<file path="config.mk">
export PLATFORM = sky130hd
export DESIGN_NAME = smvm_stream_tx
export DESIGN_NICKNAME = d
export VERILOG_FILES = /design/src/rtl/smvm_stream_tx.sv
export SDC_FILE = /design/constraint.sdc
export NUM_CORES = 1
export LEC_CHECK = 0
export CAP_MARGIN = 20
export CORE_MARGIN = 8
export CORE_UTILIZATION = 51
export CTS_BUF_LIST = sky130_fd_sc_hd__clkbuf_4 sky130_fd_sc_hd__clkbuf_8
export DETAILED_ROUTE_END_ITERATION = 8
export GPL_TIMING_DRIVEN = 0
export PLACE_DENSITY = 0.72
export SKIP_CTS_REPAIR_TIMING = 1
export SYNTH_ARGS = -nofsm -noshare
export SYNTH_HDL_FRONTEND = slang
export SYNTH_SLANG_ARGS = --single-unit
</file>
<file path="constraint.sdc">
create_clock -name clk -period 2.7 [get_ports clk]
set_input_delay 0.54 -clock clk [delete_from_list [all_inputs] [get_ports clk]]
set_output_delay 0.54 -clock clk [all_outputs]
set_load 0.01 [all_outputs]
</file>
<file path="src/rtl/smvm_stream_tx.sv">
// smvm_stream_tx
// Serializes one SMVM frame from a valid/ready upstream into a bubble-free
// word stream: rows, cols, dense vector, then (value, index) pairs with the
// nonzero section zero-padded to a multiple of K. Every frame, normal or
// aborted, is followed by GAP_CYCLES idle cycles so the SMVM can drain and
// reset before the next header arrives.
module smvm_stream_tx #(
   parameter int K          = 4,
   parameter int GAP_CYCLES = 8,
   parameter int MAX_COLS   = 256
) (
   input  logic       clk,
   input  logic       rst_n,
   input  logic       s_valid,
   output logic       s_ready,
   input  logic [8:0] s_data,
   input  logic [8:0] s_col,
   input  logic       s_row_end,
   input  logic       s_last,
   output logic [7:0] val_out,
   output logic       ipv_out,
   output logic       out_valid,
   output logic       busy,
   output logic       frame_done,
   output logic       err
);

   localparam int NZW = (K > 1) ? $clog2(K) : 1;
   localparam int GCW = $clog2(GAP_CYCLES + 1);
   localparam logic [9:0] MAXC = 10'(MAX_COLS);

   typedef enum logic [2:0] {
      S_IDLE, S_COLS, S_VEC, S_VAL, S_IDX, S_PADV, S_PADI, S_GAP
   } state_t;

   state_t           r_state;
   logic [8:0]       r_cols;
   logic [8:0]       r_vcnt;
   logic [NZW-1:0]   r_nz;
   logic [8:0]       r_col;
   logic             r_last;
   logic [GCW-1:0]   r_gcnt;
   logic [7:0]       r_val;
   logic             r_ipv;
   logic             r_ovld;
   logic             r_done;
   logic             r_err;

   logic [NZW-1:0]   w_nz_inc;
   logic             w_grp_full;
   logic             w_cols_bad;
   logic             w_vec_last;
   logic             w_ipv_eff;

   // Nonzero position within the current K group, wrapping at K.
   assign w_nz_inc   = (r_nz == NZW'(K - 1)) ? '0 : r_nz + NZW'(1);
   assign w_grp_full = (w_nz_inc == '0);
   assign w_cols_bad = (s_data == 9'd0) || ({1'b0, s_data} > MAXC);
   assign w_vec_last = (r_vcnt == r_cols - 9'd1);
   // On the last nonzero the row-end flag is forced to mark the group end:
   // high if the group closes here, low if pad pairs still follow.
   assign w_ipv_eff  = s_last ? w_grp_full : s_row_end;

   assign s_ready    = (r_state == S_IDLE) || (r_state == S_COLS) ||
                       (r_state == S_VEC)  || (r_state == S_VAL);
   assign busy       = (r_state != S_IDLE);
   assign val_out    = r_val;
   assign ipv_out    = r_ipv;
   assign out_valid  = r_ovld;
   assign frame_done = r_done;
   assign err        = r_err;

   // Frame FSM: each transition computes the word shown in the next cycle.
   always_ff @(posedge clk or negedge rst_n) begin
      if (!rst_n) begin
         r_state <= S_IDLE;
         r_cols  <= '0;
         r_vcnt  <= '0;
         r_nz    <= '0;
         r_col   <= '0;
         r_last  <= 1'b0;
         r_gcnt  <= '0;
         r_val   <= '0;
         r_ipv   <= 1'b0;
         r_ovld  <= 1'b0;
         r_done  <= 1'b0;
         r_err   <= 1'b0;
      end else begin
         r_val  <= '0;
         r_ipv  <= 1'b0;
         r_ovld <= 1'b0;
         r_done <= 1'b0;
         r_err  <= 1'b0;
         case (r_state)
            S_IDLE: begin
               if (s_valid) begin
                  {r_val, r_ipv} <= s_data;
                  r_ovld  <= 1'b1;
                  r_vcnt  <= '0;
                  r_nz    <= '0;
                  r_last  <= 1'b0;
                  r_state <= S_COLS;
               end
            end
            S_COLS: begin
               if (s_valid && !w_cols_bad) begin
                  {r_val, r_ipv} <= s_data;
                  r_ovld  <= 1'b1;
                  r_cols  <= s_data;
                  r_vcnt  <= '0;
                  r_state <= S_VEC;
               end else begin
                  // Missing or illegal shape: abort; the low cycle just
                  // started counts as the first gap cycle.
                  if (s_valid) r_cols <= s_data;
                  r_err   <= 1'b1;
                  r_gcnt  <= GCW'(1);
                  r_state <= S_GAP;
               end
            end
            S_VEC: begin
               if (s_valid) begin
                  r_val   <= s_data[7:0];
                  r_ovld  <= 1'b1;
                  r_vcnt  <= r_vcnt + 9'd1;
                  if (w_vec_last) r_state <= S_VAL;
               end else begin
                  r_err   <= 1'b1;
                  r_gcnt  <= GCW'(1);
                  r_state <= S_GAP;
               end
            end
            S_VAL: begin
               if (s_valid) begin
                  r_val   <= s_data[7:0];
                  r_ipv   <= w_ipv_eff;
                  r_ovld  <= 1'b1;
                  r_col   <= s_col;
                  r_last  <= s_last;
                  r_nz    <= w_nz_inc;
                  r_state <= S_IDX;
               end else begin
                  r_err   <= 1'b1;
                  r_gcnt  <= GCW'(1);
                  r_state <= S_GAP;
               end
            end
            S_IDX: begin
               {r_val, r_ipv} <= r_col;
               r_ovld <= 1'b1;
               if (r_last && r_nz == '0) begin
                  r_gcnt  <= '0;
                  r_state <= S_GAP;
               end else if (r_last) begin
                  r_state <= S_PADV;
               end else begin
                  r_state <= S_VAL;
               end
            end
            S_PADV: begin
               r_ipv   <= w_grp_full;
               r_ovld  <= 1'b1;
               r_nz    <= w_nz_inc;
               r_state <= S_PADI;
            end
            S_PADI: begin
               r_ovld <= 1'b1;
               if (r_nz == '0) begin
                  r_gcnt  <= '0;
                  r_state <= S_GAP;
               end else begin
                  r_state <= S_PADV;
               end
            end
            S_GAP: begin
               // Count 0 only occurs after a normal finish, while the final
               // word is still on the bus; done lands on the first idle cycle.
               if (r_gcnt == '0) r_done <= 1'b1;
               if (r_gcnt == GCW'(GAP_CYCLES)) begin
                  r_gcnt  <= '0;
                  r_state <= S_IDLE;
               end else begin
                  r_gcnt  <= r_gcnt + GCW'(1);
               end
            end
            default: r_state <= S_IDLE;
         endcase
      end
   end

endmodule

</file>
# --- Word level (Yosys, flattened, before mapping) ---
# Cells that the tools add are included.
word_totals:
  word_cells: 111
  ram_bits: 0
  register_bits: 49
  latchBits: 0
  rom_bits: 0
  out_inout_bits: 14
  memories: 0
  inputBits: 23
op_classes:
  n_mux: 46
  div_mod_pow: 0
  magnitude_cmp: 1
  n_mul: 0
  n_reduce_logical: 28
  shift: 0
  n_bitwise: 0
  addsub: 4
  eq_ne: 20
op_table:
  columns: ["cell", "count"]
  rows:
  - ["$mux 9", 5]
  - ["$pmux 8 s4", 1]
  - ["$pmux 9 s3", 1]
  - ["$mux 8", 3]
  - ["$pmux 3 s8", 1]
  - ["$mux 3", 7]
  - ["$mux 4", 5]
  - ["$pmux 4 s5", 1]
  - ["$ne 2x2->1 const B", 8]
  - ["$eq 3x3->1 const B", 4]
  - ["$mux 1", 12]
  - ["$mux 2", 5]
  - ["$add 9x1->9 const B", 1]
  - ["$eq 9x9->1", 1]
  - ["$gt 9x9->1 const B", 1]
  - ["$logic_not 9->1", 1]
  - ["$reduce_and 3->1", 3]
  - ["$reduce_bool 3->1", 3]
  - ["$sub 9x1->9 const B", 1]
  - ["$eq 3x2->1 const B", 2]
  - ["$pmux 2 s3", 1]
  - ["$reduce_or 3->1", 2]
  - ["$pmux 1 s5", 1]
  - ["$reduce_and 5->1", 1]
  - ["20 further kinds", 28]

# --- Longest topological paths before layout ---
# Gate-level depths: netlist of the first run.
depth:
  depth_word: 6
  depth_mapped: 7
  ltp_nobuf: 7

# --- Worst setup path after synthesis of the first run ---
# OpenSTA, ideal clock, no wires.
synth_path:
  path_type: "register to register"
  from: "register r_cols[0]"
  to: "register r_state[0]"
  period_less_slack_ns: 2.146
  arrival_time_ns: 2.036
  path_stages_with_launch: 8
  n_path_buf: 0
  required_ns: 2.590
  setup_slack_ns: 0.554
  setup_ns: 0.110
  cell_sequence: "dfrtp_1 inv_1 ha_1 inv_1 or3_1 xnor2_1 or4_1 o41ai_1"
synth_between:
  elab_chain_cells: 4
synth_lines:
  columns: ["item", "line", "source"]
  rows:
  - ["start, declared", "37", "logic [8:0] r_cols;"]
  - ["start signal, assigned", "109", "r_cols <= s_data;"]
  - ["start signal, assigned", "115", "if (s_valid) r_cols <= s_data;"]
  - ["$sub 9x1->9", "59", "assign w_vec_last = (r_vcnt == r_cols - 9'd1);"]
  - ["$eq 9x9->1", "59", null]
  - ["$ne 3x3->1 (no source line)", null, null]
  - ["$reduce_and 3->1 (no source line)", null, null]
  - ["end signal, assigned", "76", "r_state <= S_IDLE;"]
  - ["end signal, assigned", "102", "r_state <= S_COLS;"]
  - ["end signal, assigned", "111", "r_state <= S_VEC;"]
  - ["end, declared", "36", "state_t r_state;"]
# Every way passes these cells.
# A chain may end at the register's enable or synchronous reset.

# --- Worst setup path in the final report of the first run ---
layout_path:
  from: "register r_state[2]"
  to: "output port busy"
layout_between:
  elab_chain_cells: 1
layout_lines:
  columns: ["item", "line", "source"]
  rows:
  - ["$reduce_bool 3->1", "66", "assign busy = (r_state != S_IDLE);"]
  - ["end, declared", "23", "output logic busy,"]
# Every way passes these cells.

==> results.md, run 1 <==
* Status: completed
* Die Ht at 88.8 um
* Crit. End Element: output pin
* Final setup violation count at 0
* Clock sinks at 49
* Total number of vias at 2197
* Core ar. at 5110 um2
* Leak pwr at 1.40 nW
* Post-synthesis sequential area ratio at 45.4%
* GRT overflow at 0
* Clock root cell: clkbuf_8
* CP Launch Type: flip-flop
* Total GRT Usage at 17.9%
* Critical path required time at 2.16 ns
* Crit Path Max Fanout at 10
* Gate power share at 45.5%
* Sw frac at 37.4%
* RD Place Congestion at 0.832
* RSZ-0062 raised after global routing: false
* Sequential fraction of design power at 36.7%
* Clock transition at path regs at 0.09 ns
* Finished Core Util at 64.8%
* Starting Density at 52.9%
* WL final at 6360 um
* Fraction of registers with async set/reset at 100%
* Post-Synthesis Cells at 272
* Pint at 2.18 mW
* Num ports at 37
* Yosys cell types at 53
* Slew Viols, Final at 0
* N_diodes at 0
* VDD IR-drop max at 0.549 mV
* DRC violations left at 0
* Clock Skews at 0.00695 ns
* Critical Path AT at 1.98 ns
* Share of cells above drive strength 1 at 13.2%
* Flops & latches, synth at 49
* Worst skew pair latency at 0.31 ns
* Final net count at 345
* Syn_nets at 301
* Fillers at 440
* Top FF cell, synth: dfrtp_1
* Clock power frac at 17.8%
* Reg-to-Reg Start: r_cols[0]
* Die ar. at 7880 um2
* Placed Cells at 379
* Period Utilization, post-route at 93.3%
* CTS tree: done
* Site Rows at 26
* Critical path class: reg -> out
* Final non-filler cell total at 387
* Worst-Margin Slew at 0.661 ns
* Fmax at 0.397 GHz
* Number of H-tree levels at 2
* Final HPWL DP at 4800 um
* IO Port Bufs at 36
* Hold WC Path Type: in -> async
* Ys Warns at 0
* Final Hold Viols at 0
* Clock Path Buffers at 2
* Drt via density at 5.68
* CTS Buf Count at 5
* Final min period at 2.52 ns
* Psw at 1.30 mW
* Starting DRT DRC Count at 111
* First-pass GRT wire length at 11000 um
* Number of enable flip-flop cells after synthesis at 0
* Max Cap Violations at 0
* Area grow syn2layout at 22.5%
* Vias in the first global route at 2232
* Synthesized area per cell at 9.94 um2
* Antenna violations before repair at 0
* Slew margin rel. at 55.8%
* Post-Syn Area at 2700 um2
* Die width at 88.8 um
* Power per cell area at 1050 nW/um2
* Largest net degree at the start of global routing at 31
* Wire length per cell at 16.4 um
* CP startpoint: r_state[2]
* Antenna Nets Post-Route at 0
* Initial DRT Pass Iterations at 4
-- power by group through the flow --
stage	sequential, mW	combinational (mW)	clock, mW
after global routing	1.32	1.77	0.653
final	1.28	1.59	0.620
after CTS	1.28	1.59	0.631
after global placement	1.28	1.54	0
after floorplan	1.26	1.10	0
after detailed placement	1.29	1.58	0
-- through the flow --
step / setup slack, ns / TNS [ns] / hold WS [ns] / power (mW) / cell area [um2]
finish: 0.180 / 0 / 0.179 / 3.49 / 3310
detailed placement: -0.380 / -7.33 / 0.475 / 2.87 / 3170
CTS: -0.0569 / -0.208 / 0.191 / 3.50 / 3300
global route: 0.0213 / 0 / 0.214 / 3.74 / 3310
floorplan: 0.554 / 0 / 0.244 / 2.36 / 2700
global placement: -0.318 / -21.61 / 0.470 / 2.82 / 3150
-- registers in the layout, indices dropped and copies added (netlist names) --
register / cells
err: 1
frame_done: 1
ipv_out: 1
out_valid: 1
r_col: 9
r_cols: 9
r_gcnt: 4
r_last: 1
r_nz: 2
r_state: 3
r_vcnt: 9
val_out: 8
-- kinds of logic after synthesis --
group	share of synthesized area [%]
fa+ha+maj	2.78
flops	45.4
xor+xnor	5.51
simple gates	16.3
buf+inv	4.44
compound gates	16.9
mux	8.61
-- routing by layer --
metal	vias to the layer above	track usage (%)	wire length, um
met5	-	0	0
met4	0	4.92	76
met3	9	5.01	339
met2	46	28.7	3050
met1	1069	22.8	2890
li1	1073	-	-
-- worst max-delay path, stage by stage (launching register included) --
cell and delay (ns):
dfrtp_1 0.47, clkbuf_1 0.35, inv_1 0.21, nand2_1 0.11, clkdlybuf4s50_1 0.54
-- layout make-up --
| type | instances | area (um2) | area share, % |
|---|---|---|---|
| Clock buffer | 5 | 68.8 | 2.08 |
| Sequential cell | 49 | 1230 | 37.0 |
| Buffer | 13 | 67.6 | 2.04 |
| Multi-Input combinational cell | 195 | 1360 | 41.2 |
| Inverter | 15 | 56.3 | 1.70 |
| Tap cell | 70 | 87.6 | 2.65 |
| Clock inverter | 3 | 65.1 | 1.97 |
| Timing Repair Buffer | 37 | 375 | 11.3 |
-- layout by cell type, fill, tap and decap left out, types with 3 or more instances in the layout --
cell type / Yosys / routed
dfrtp_1: 49 / 49
clkdlybuf4s50_1: 0 / 35
nand2_1: 31 / 30
a21oi_1: 19 / 19
mux2_2: 18 / 18
inv_1: 15 / 15
nor2_1: 13 / 13
xnor2_1: 12 / 12
o21ai_0: 11 / 11
clkbuf_1: 10 / 8
nand3_1: 8 / 8
ha_1: 6 / 6
a32oi_1: 5 / 5
xor2_1: 5 / 5
a31oi_1: 5 / 5
clkbuf_8: 0 / 5
o31ai_1: 4 / 4
o211ai_1: 4 / 4
or3_1: 4 / 4
clkbuf_2: 0 / 3
mux2i_1: 3 / 3
and3_1: 3 / 3
or4_1: 3 / 3
a22o_1: 3 / 3
nor4_1: 3 / 3
-- cells in the mapped netlist (4+ instances only) --
master    number  area (um2)
dfrtp_1       49        1230
nand2_1       31         116
a21oi_1       19        95.1
mux2_2        18         203
inv_1         15        56.3
nor2_1        13        48.8
xnor2_1       12         105
o21ai_0       11        55.1
clkbuf_1      10        37.5
nand3_1        8        40.0
ha_1           6        75.1
a31oi_1        5        31.3
a32oi_1        5        43.8
xor2_1         5        43.8
o211ai_1       4        30.0
o31ai_1        4        30.0
or3_1          4        25.0
-- final timing paths --
kind                         endpoint  slack [ns]  cells past startpoint
max                              busy        0.18                      4
min                           ipv_out        0.18                      1
max reg2reg                r_state[0]        0.38                      7
min reg2reg                frame_done        0.48                      1
max in group asynchronous  val_out[1]        2.01                      2
min in group clk           frame_done        0.48                      1
(Power assumes the default switching activity.)
==> run 2, diff against run 1 <==
CORE_UTILIZATION = 33   (was 51)
PLACE_DENSITY = 0.5   (was 0.72)
==> results.md, run 2 (synthesized netlist as in run 1, its figures left out) <==
* Reg2Reg Setup Slack at 0.35 ns (was 0.38 ns)
* Die width at 106 um (was 88.8 um)
* VDD IR-drop max at 0.420 mV (was 0.549 mV)
* Final setup violation count at 0 (unchanged)
* IO Port Bufs at 36 (unchanged)
* Core ar. at 8090 um2 (was 5110 um2)
* Clock Path Buffers at 2 (unchanged)
* CTS tree: done (unchanged)
* Critical path class: reg -> out (unchanged)
* Final HPWL DP at 5320 um (was 4800 um)
* Period Utilization, post-route at 95.3% (was 93.3%)
* Site Rows at 33 (was 26)
* Final Hold Viols at 0 (unchanged)
* Clock Skews at 0.00250 ns (was 0.00695 ns)
* Antenna Nets Post-Route at 0 (unchanged)
* Area grow syn2layout at 24.2% (was 22.5%)
* Status: completed (unchanged)
* Num ports at 37 (unchanged)
* Hold WC Path Type: in -> async (unchanged)
* Design Area, Final at 3360 um2 (was 3310 um2)
* Slew Viols, Final at 0 (unchanged)
* Worst-Margin Slew at 0.720 ns (was 0.661 ns)
* CP max stage delay at 0.55 ns (was 0.54 ns)
* Most common cell after layout, fill and taps aside: dfrtp_1 (unchanged)
* Crit. End Element: output pin (unchanged)
* Final min period at 2.57 ns (was 2.52 ns)
* Critical Path AT at 2.03 ns (was 1.98 ns)
* RD Place Congestion at 0.804 (was 0.832)
* CP startpoint: r_state[2] (unchanged)
* N_diodes at 0 (unchanged)
* Worst skew pair latency at 0.31 ns (about the same)
* WL final at 6940 um (was 6360 um)
* Largest net degree at the start of global routing at 28 (was 31)
* R2r endpoint: r_state[0] (unchanged)
* Starting DRT DRC Count at 115 (was 111)
* Fmax at 0.389 GHz (was 0.397 GHz)
* Reg-to-Reg Start: r_cols[0] (unchanged)
* CP cell instances: clkbuf_1 -> inv_1 -> nand2_1 -> clkdlybuf4s50_1 (unchanged)
* Worst path slowest cell: clkdlybuf4s50_1 (unchanged)
* Number of H-tree levels at 2 (unchanged)
* Wire length per cell at 16.4 um (about the same)
* Slew margin rel. at 51.8% (was 55.8%)
* Crit Path Max Fanout at 10 (unchanged)
* Total GRT Usage at 12.5% (was 17.9%)
* First-pass GRT wire length at 11500 um (was 11000 um)
* Final setup margin at 0.128 ns (was 0.180 ns)
* CTS Buf Count at 5 (unchanged)
* Critical path required time at 2.16 ns (about the same)
* Worst r2r path cells at 7 (unchanged)
* Starting Density at 33.4% (was 52.9%)
* Drt via density at 5.26 (was 5.68)
* Die Ht at 106 um (was 88.8 um)
* DRC violations left at 0 (unchanged)
* Die ar. at 11300 um2 (was 7880 um2)
* GRT overflow at 0 (unchanged)
* Final net count at 345 (unchanged)
* Clock transition at path regs at 0.10 ns (was 0.09 ns)
* Placed Area at 3210 um2 (was 3170 um2)
* Leak pwr at 1.40 nW (about the same)
* Total number of vias at 2221 (was 2197)
* Top flop regs: r_col: 9 flops, r_cols: 9 flops, r_vcnt: 9 flops (unchanged)
* RSZ-0062 raised after global routing: false (unchanged)
* Antenna violations before repair at 0 (unchanged)
* Worst Setup EP: busy (unchanged)
* Initial DRT Pass Iterations at 4 (unchanged)
* Vias in the first global route at 2254 (was 2232)
* Dpl ws at -0.423 ns (was -0.380 ns)
* Clock sinks at 49 (unchanged)
* Clock root cell: clkbuf_8 (unchanged)
* Share of cells above drive strength 1 at 12.9% (was 13.2%)
* Max Cap Violations at 0 (unchanged)
* Power per cell area at 1050 nW/um2 (about the same)
* Most frequent cells in the layout: dfrtp_1, clkdlybuf4s50_1, nand2_1 (unchanged)
* CP Launch Type: flip-flop (unchanged)
run 2: worst min-delay path by stage:
stage	to	slack (ns)	cells after the start
after floorplan	err	0.24	0
after global placement	frame_done	0.46	1
after detailed placement	frame_done	0.46	1
after CTS	r_col[5]	0.23	1
after global routing	r_col[5]	0.24	1
final	r_col[5]	0.20	1
run 2: area by class of cell:
class,instances,area (um2)
fill,845,4740
sequential,49,1230
clock buffer,5,68.8
multi-input combinational,195,1360
timing repair buffer,37,375
clock inverter,3,68.8
tap,105,131
inverter,15,56.3
buffer,13,66.3
run 2: stage by stage:
step	hold slack [ns]	total power [mW]	TNS, ns	util, %	std cells
3_5_place_dp	0.465	2.89	-10.60	39.7	414
5_1_grt	0.236	3.78	0	41.5	422
3_3_place_gp	0.464	2.87	-33.04	39.5	413
6_report	0.203	3.52	0	41.5	422
4_1_cts	0.226	3.54	-1.51	41.4	422
2_1_floorplan	0.244	2.36	0	-	272
run 2: power by group:
part | switching (mW) | internal (mW)
sequential | 0.250 | 1.03
combinational | 0.802 | 0.784
clock | 0.277 | 0.373
total | 1.33 | 2.19
run 2: worst max-delay path: cells and delay by family, from the launching register on:
family / cells / cell delay (ns)
DFF: 1 / 0.48
buffers and inverters: 3 / 1.14
and+or+nand+nor: 1 / 0.10
run 2: per-layer routing:
layer	vias to the layer above	global-route usage (%)	routed length (um)
li1	1078	-	-
met1	1088	16.3	3350
met2	48	20.2	3260
met3	7	3.02	243
met4	0	3.62	83
met5	-	0	0
==> run 3, diff against run 2 <==
clock period = 2.71 ns   (was 2.7 ns; I/O delays follow)
==> results of run 3 <==
Same layout as run 2 (identical final DEF). Status: completed.
Among the figures that moved: setup slack after placement -0.423 ns -> -0.415 ns; setup slack after layout 0.128 ns -> 0.136 ns; hold slack 0.203 ns -> 0.205 ns; register-to-register setup slack 0.35 ns -> 0.36 ns; total power 3.52 mW -> 3.50 mW; worst IR drop on VDD 0.420 mV -> 0.418 mV
